[src/rtl/cpu_pkg.sv]
// Shared CPU definitions: instruction phase encoding and interrupt line limit.
package cpu_pkg;

    localparam int unsigned NUM_IRQ_MAX = 16;

    // One-hot so the phase outputs come straight off the state flops.
    typedef enum logic [3:0] {
        FETCH  = 4'b0001,
        DECODE = 4'b0010,
        EXEC   = 4'b0100,
        RDMEM  = 4'b1000
    } phase_t;

endpackage

[src/rtl/irq_prio_enc.sv]
// Fixed-priority encoder: lowest set index wins.
module irq_prio_enc
    import cpu_pkg::*;
#(
    parameter int unsigned NUM_IRQ = 4,
    parameter int unsigned VW      = (NUM_IRQ > 1) ? $clog2(NUM_IRQ) : 1
) (
    input  logic [NUM_IRQ-1:0] i_req,
    output logic               o_any,
    output logic [VW-1:0]      o_idx
);

    always_comb begin
        o_any = |i_req;
        o_idx = '0;
        for (int i = NUM_IRQ - 1; i >= 0; i--) begin
            if (i_req[i]) begin
                o_idx = VW'(i);
            end
        end
    end

endmodule

[src/rtl/phase_irq_ctrl.sv]
// Instruction phase sequencer with synchronised, prioritised interrupt entry
// injected at FETCH completion.
module phase_irq_ctrl
    import cpu_pkg::*;
#(
    parameter int unsigned          NUM_IRQ     = 4,
    parameter logic [NUM_IRQ-1:0]   IRQ_EDGE    = '1,
    parameter int unsigned          SYNC_STAGES = 2,
    localparam int unsigned         VW          = (NUM_IRQ > 1) ? $clog2(NUM_IRQ) : 1
) (
    input  logic               clk,
    input  logic               rst,
    input  logic [NUM_IRQ-1:0] irq,
    input  logic [NUM_IRQ-1:0] irq_mask,
    input  logic               need_rdmem,
    input  logic               mem_ready,
    input  logic               set_ien,
    input  logic               clear_ien,
    input  logic [NUM_IRQ-1:0] clr_pend,
    output logic               phase_fetch,
    output logic               phase_decode,
    output logic               phase_exec,
    output logic               phase_rdmem,
    output logic               fetch_commit,
    output logic               irq_pend,
    output logic [VW-1:0]      irq_vec,
    output logic               ien,
    output logic [NUM_IRQ-1:0] pending
);

    if (NUM_IRQ < 1 || NUM_IRQ > NUM_IRQ_MAX) begin : g_bad_num_irq
        $error("phase_irq_ctrl: NUM_IRQ out of range");
    end
    if (SYNC_STAGES != 0 && SYNC_STAGES != 2) begin : g_bad_sync
        $error("phase_irq_ctrl: SYNC_STAGES must be 0 or 2");
    end

    phase_t             r_phase, w_phase_nxt;
    logic [NUM_IRQ-1:0] w_irq_s, r_irq_prev, w_rise, w_ack;
    logic [NUM_IRQ-1:0] r_pending, w_pending_nxt, w_eligible;
    logic               r_ien, r_irq_pend;
    logic [VW-1:0]      r_irq_vec, w_enc_idx;
    logic               w_enc_any, w_fetch_done, w_irq_take, w_exec;

    if (SYNC_STAGES == 0) begin : g_nosync
        assign w_irq_s = irq;
    end else begin : g_sync
        logic [NUM_IRQ-1:0] r_sync1, r_sync2;
        always_ff @(posedge clk or posedge rst) begin
            if (rst) begin
                r_sync1 <= '0;
                r_sync2 <= '0;
            end else begin
                r_sync1 <= irq;
                r_sync2 <= r_sync1;
            end
        end
        assign w_irq_s = r_sync2;
    end

    assign w_rise       = w_irq_s & ~r_irq_prev;
    assign w_eligible   = r_pending & irq_mask;
    assign w_fetch_done = (r_phase == FETCH) && mem_ready;
    assign w_irq_take   = w_fetch_done && r_ien && w_enc_any;
    assign w_exec       = (r_phase == EXEC);

    irq_prio_enc #(
        .NUM_IRQ (NUM_IRQ),
        .VW      (VW)
    ) u_prio_enc (
        .i_req (w_eligible),
        .o_any (w_enc_any),
        .o_idx (w_enc_idx)
    );

    // Edge lines: a new edge beats any clear in the same cycle. Level lines track the input.
    always_comb begin
        w_ack         = '0;
        w_pending_nxt = r_pending;
        for (int i = 0; i < NUM_IRQ; i++) begin
            w_ack[i] = w_exec && r_irq_pend && (r_irq_vec == VW'(i));
            if (IRQ_EDGE[i]) begin
                if (w_rise[i]) begin
                    w_pending_nxt[i] = 1'b1;
                end else if (clr_pend[i] || w_ack[i]) begin
                    w_pending_nxt[i] = 1'b0;
                end
            end else begin
                w_pending_nxt[i] = w_irq_s[i];
            end
        end
    end

    always_comb begin
        w_phase_nxt = r_phase;
        unique case (r_phase)
            FETCH:   if (mem_ready) w_phase_nxt = DECODE;
            DECODE:  w_phase_nxt = EXEC;
            EXEC:    w_phase_nxt = (need_rdmem && !r_irq_pend) ? RDMEM : FETCH;
            RDMEM:   if (mem_ready) w_phase_nxt = FETCH;
            default: w_phase_nxt = FETCH;
        endcase
    end

    always_ff @(posedge clk or posedge rst) begin
        if (rst) begin
            r_phase <= FETCH;
        end else begin
            r_phase <= w_phase_nxt;
        end
    end

    always_ff @(posedge clk or posedge rst) begin
        if (rst) begin
            r_irq_prev <= '0;
            r_pending  <= '0;
            r_ien      <= 1'b0;
            r_irq_pend <= 1'b0;
            r_irq_vec  <= '0;
        end else begin
            r_irq_prev <= w_irq_s;
            r_pending  <= w_pending_nxt;
            if (w_fetch_done) begin
                r_irq_pend <= w_irq_take;
                r_irq_vec  <= w_irq_take ? w_enc_idx : '0;
            end
            if (w_exec) begin
                if (r_irq_pend) begin
                    r_ien <= 1'b0;
                end else if (clear_ien) begin
                    r_ien <= 1'b0;
                end else if (set_ien) begin
                    r_ien <= 1'b1;
                end
            end
        end
    end

    assign phase_fetch  = r_phase[0];
    assign phase_decode = r_phase[1];
    assign phase_exec   = r_phase[2];
    assign phase_rdmem  = r_phase[3];
    assign fetch_commit = w_fetch_done && !w_irq_take;
    assign irq_pend     = r_irq_pend;
    assign irq_vec      = r_irq_vec;
    assign ien          = r_ien;
    assign pending      = r_pending;

endmodule

[config.mk]
export PLATFORM = sky130hd
export DESIGN_NAME = phase_irq_ctrl
export DESIGN_NICKNAME = d
export VERILOG_FILES = /design/src/rtl/cpu_pkg.sv /design/src/rtl/irq_prio_enc.sv /design/src/rtl/phase_irq_ctrl.sv
export SDC_FILE = /design/constraint.sdc
export NUM_CORES = 1
export LEC_CHECK = 0
export ABC_AREA = 1
export CAP_MARGIN = 5
export CORE_ASPECT_RATIO = 0.7
export CORE_UTILIZATION = 50
export CTS_BUF_LIST = sky130_fd_sc_hd__clkbuf_8
export DETAILED_ROUTE_END_ITERATION = 16
export GPL_ROUTABILITY_DRIVEN = 0
export PLACE_DENSITY = 0.85
export REMOVE_ABC_BUFFERS = 1
export SETUP_SLACK_MARGIN = 0.4
export SYNTH_ARGS = -nofsm -noshare
export SYNTH_HDL_FRONTEND = slang
export SYNTH_SLANG_ARGS = --single-unit
[constraint.sdc]
create_clock -name clk -period 1.84 [get_ports clk]
set_input_delay 0.276 -clock clk [delete_from_list [all_inputs] [get_ports clk]]
set_output_delay 0.276 -clock clk [all_outputs]
set_load 0.03 [all_outputs]
After elaboration in Yosys (flattened, before gate mapping)
Index checks and enable logic that the tools add are counted.
Cells by class
  add/subtract/negate cells: 0
  multiply operators: 0
  div/mod/pow operators: 0
  magnitude comparators: 0
  equality and inequality tests: 9
  shifts and indexed selects: 0
  multiplexer cells: 20
  bitwise operators: 3
  reductions and logical operators: 25
Operators with widths (number)
  case mux 4 bit (4 select lines): 1
  two-way mux 4 bit: 3
  two-way mux 1 bit: 11
  logical AND 1 bit: 10
  two-way mux 2 bit: 5
  bitwise AND 4 bit: 2
  nonzero test 2 bit: 4
  == test 2 bit (second input constant): 2
  == test 4 x 1 -> 1 bit (second input constant): 1
  == test 4 x 2 -> 1 bit (second input constant): 1
  == test 4 x 3 -> 1 bit (second input constant): 1
  == test 4 bit (second input constant): 1
  logical OR 1 bit: 4
  != test 2 bit (second input constant): 2
  inverter 4 bit: 1
  AND reduction 2 bit: 2
  OR reduction 4 bit: 1
  nonzero test 3 bit: 1
  == test 2 x 1 -> 1 bit (second input constant): 1
  zero test 1 bit: 2
  zero test 2 bit: 1
Word-level totals
  flip-flop bits (word level): 24
  bits in latches: 0
  RAM bits: 0
  bits in read-only memories: 0
  bits of input ports: 18
  output and inout port bits: 13
  logic and storage cells: 68
  memories: 0

Logic depth before layout (Yosys ltp)
  depth after elaboration: 6
  gate-level depth with buffers: 7
  depth with buffers taken out: 7

Cells and area by module
From an unflattened synthesis, not the netlist that was laid out.
Unflattened totals
  cells, all modules: 114
  area, all modules: 1024.7 µm²
Modules (own cells, without submodules)
  phase_irq_ctrl: times used 1, cells each 105, area each 978.4 µm², seq. area each 601.8 µm²
  irq_prio_enc: times used 1, cells each 9, area each 46.3 µm², seq. area each 0.0 µm²

Least setup slack after synthesis
OpenSTA, ideal clock, no wires.
  path type: register to output
  from: reg r_phase[0]
  to: out fetch_commit
  data arrival time: 1.421 ns
  data required time: 1.564 ns
  path slack: 0.143 ns
  cell stages (with the launch flop): 5
  path buffers: 0
  cells stage by stage: dfstp_2 -> inv_2 -> nor2_4 -> nand3_1 -> nor2_1
Between the ends
  word-level cells in the longest chain between the ends: 6
RTL lines
  from (decl): line phase_irq_ctrl.sv:38  | phase_t r_phase, w_phase_nxt;
  from (signal assigned): line phase_irq_ctrl.sv:109  | r_phase <= w_phase_nxt;
  == test 4 x 1 -> 1 bit *: line phase_irq_ctrl.sv:63  | assign w_fetch_done = (r_phase == FETCH) && mem_ready;
  logical AND 1 bit *: line phase_irq_ctrl.sv:63
  logical AND 1 bit (2 in series): line phase_irq_ctrl.sv:64  | assign w_irq_take = w_fetch_done && r_ien && w_enc_any;
  zero test 1 bit: line phase_irq_ctrl.sv:143  | assign fetch_commit = w_fetch_done && !w_irq_take;
  logical AND 1 bit *: line phase_irq_ctrl.sv:143
  to (decl): line phase_irq_ctrl.sv:24  | output logic fetch_commit,
Every way passes the cells marked *; elsewhere a longest branch is shown, timed or not.

Worst setup path after layout
Ends and elaborated chain as after synthesis.

==> results.md <==
* # IOs at 31
* Via/cell ratio at 5.00
* Skew-Pair Late Insertion Delay at 270 ps
* Initial antenna violation count at 0
* Synth Register Bits at 24
* Die Wd at 54.7 microns
* Maximum buffer depth of the clock tree at 2
* Largest net degree at the start of global routing at 25
* RR Startpoint: r_phase[0]$_DFFE_PP1P_
* Initial Util at 57.3%
* DR WL/cell at 13.3 microns
* Core Footprint at 0.00170 sq mm
* Drc violations at 0
* TritonCTS Buffers at 3
* Routed met2 length at 1070 microns
* Ant. Diodes at 0
* Final Hold Vio Count at 0
* First-pass GRT wire length at 3510 microns
* CP Launch Point: r_phase[0]$_DFFE_PP1P_
* Tmin final at 1760 ps
* Rel. slew slack at 79.5%
* RSZ-0062 raised after global routing: yes
* Nets at 163
* Die Ht at 38.9 microns
* Clock-pin slew on the worst setup and hold paths at 80 ps
* Internal Power at 1.17 mW
* Seq pwr share at 39.2%
* NetSw at 0.718 mW
* R2r worst-path depth at 5
* DRT iter0 DRCs at 10
* PwrDens at 1350 mW/mm^2
* Crit. End Element: output pin
* Lkg Pwr at 0.709 nW
* Sequential share of the synthesized area at 61.9%
* Port bufs at 30
* H-Tree Depth at 1
* Most common cell after layout, fill and taps aside: nand2_1
* Mapped Cells at 106
* Post-Route Setup TNS at 0 ps
* GRT Util Overall at 25.1%
* Fin area at 0.00140 sq mm
* Layout cell share with drive strength beyond 1 at 16.0%
* Final ANT Viol Nets at 0
* Hold_buf cts at 0
* CP arrival at 1480 ps
* Met3 wire length at 105 microns
* CP max FO at 5
* Delay-heaviest family, CP: flip-flops
* Clock share of power at 24.2%
* Comb power frac at 36.5%
* Die ar. at 0.00213 sq mm
* Mapped Area at 972 sq um
* Avg Inst Size Synth at 9.17 sq um
* Global route total overflow at 0
* Clock sink total at 24
* Max layer used: met4
* Fmax at 569 MHz
* CP max stage delay at 550 ps
* Final-report max-slew violation count at 0
* CP bufs+invs at 2
* Tightest Pin Transition at 304 ps
* Crit-path cells: inv_2 > nor2_4 > nand4_4 > nor2_2 > nor2_1 > buf_4
* Synth Warn # at 0
* Final Skew at 3.22 ps
* Switching Fraction at 38.0%
* Root buffer cell: clkbuf_8
* WL met1 at 987 microns
* CTS tree: built
* Vias in the first global route at 781
* Final Cycle Share at 95.5%
* Placed inst area at 0.00130 sq mm
* Status: finished, final reports clean
* R2R Setup Slk at 510 ps
* DRT Pass-1 Iters at 4
* Core Rows at 12
* Critical Path RT at 1560 ps
* Most frequent cells in the layout: 32 x nand2_1, 22 x dfrtp_1, 17 x inv_1, 17 x clkdlybuf4s50_1, 10 x nor2_1
* VDD IR-drop max at 1090 uV
* Reg-to-Reg End: irq_pend$_DFFE_PP0P_
* Post-DP HPWL at 1600 microns
* Area Growth Syn to Fin at 43.6%
* Final setup vio count at 0
* Vias at 825
* Cell variety after synth at 16
* CP Class: reg2out
* # Max-Cap Violations at 0
* Startpoint types: register
* Worst Hold Class: in2async
* Routed wire length at 2200 microns
* CP max-delay cell: dfstp_2
sequential cells by signal, indices dropped and copies added (netlist names):
signal and count:
g_sync.r_sync1 4, g_sync.r_sync2 4, pending 4, r_irq_prev 4, r_phase 4, irq_vec 2, ien 1, irq_pend 1
synth_stat cells:
cell      instances  area share [%]
a21boi_0          1            0.77
nor2_1           10             3.9
o21ai_0           4             2.1
nand2_1          32              12
nor4_1            1            0.64
nand4_1           4             2.6
nand4_2           1             1.3
a22oi_1           1            0.77
nor2_4            2             2.3
inv_2             1            0.39
dfstp_2           1             2.7
nor2_2            2             1.3
inv_1            17             6.6
nand3_1           5             2.6
or2_2             1            0.64
dfrtp_1          23              59
timing repair:
| action | in CTS | in global routing |
|---|---|---|
| pin swaps | 1 | 0 |
| gates resized for setup | 16 | 10 |
| setup buffers | 3 | 0 |
| gates cloned | 0 | 0 |
| endpoints found under the setup margin | 13 | 5 |
cell type report:
class                           instances  area (sq um)
Tap cell                               21          26.3
Inverter                               18          67.6
Timing Repair Buffer                   34           307
Multi-Input combinational cell         64           322
Sequential cell                        24           603
Clock inverter                          1          30.0
Clock buffer                            3          41.3
Fill cell                             114           300
how the worst max path moves through the flow:
| stage | slack, ps | end | cells past startpoint |
|---|---|---|---|
| 2_1_floorplan | 140 | fetch_commit | 4 |
| 3_3_place_gp | 240 | fetch_commit | 7 |
| 3_5_place_dp | 190 | fetch_commit | 7 |
| 4_1_cts | 110 | fetch_commit | 6 |
| 5_1_grt | 30 | fetch_commit | 6 |
| 6_report | 80 | fetch_commit | 6 |
stage by stage:
stage / power, mW / hold WS (ps) / std cells / utilization (%) / worst slack, ps
final: 1.89 / 334 / 165 / 82.3 / 82.6
after global routing: 1.98 / 367 / 165 / 82.3 / 34.8
after CTS: 1.89 / 343 / 165 / 82.4 / 105
after detailed placement: 1.42 / 337 / 158 / 76.8 / 191
after global placement: 1.39 / 334 / 158 / 76.8 / 242
after floorplan: 1.13 / 290 / 106 / - / 143
cells by family after synthesis:
| family | Yosys count | synth area share (%) |
|---|---|---|
| flops | 24 | 61.9 |
| simple gates | 58 | 27.5 |
| buf+inv | 18 | 6.95 |
| compound gates | 6 | 3.60 |
worst reg2reg max path: stages (launching register included):
cell and delay, ps:
dfstp_2 550, inv_2 50, nor2_4 150, nand4_4 100, buf_4 150, o21ai_0 220
routing by layer:
layer / vias up / GRT usage (%)
met5: - / 0
met4: 0 / 9.62
met3: 6 / 9.41
met2: 23 / 39.5
met1: 392 / 31.0
li1: 404 / -
power by group through the flow:
stage                     Clock, mW  Combinational, mW  Sequential (mW)
after floorplan                   0              0.261            0.873
after detailed placement          0              0.672            0.752
after global routing          0.487              0.743            0.754
final                         0.458              0.691            0.742
after CTS                     0.465              0.688            0.734
after global placement            0              0.646            0.741
Note: power is estimated with default switching activity, not from simulation.
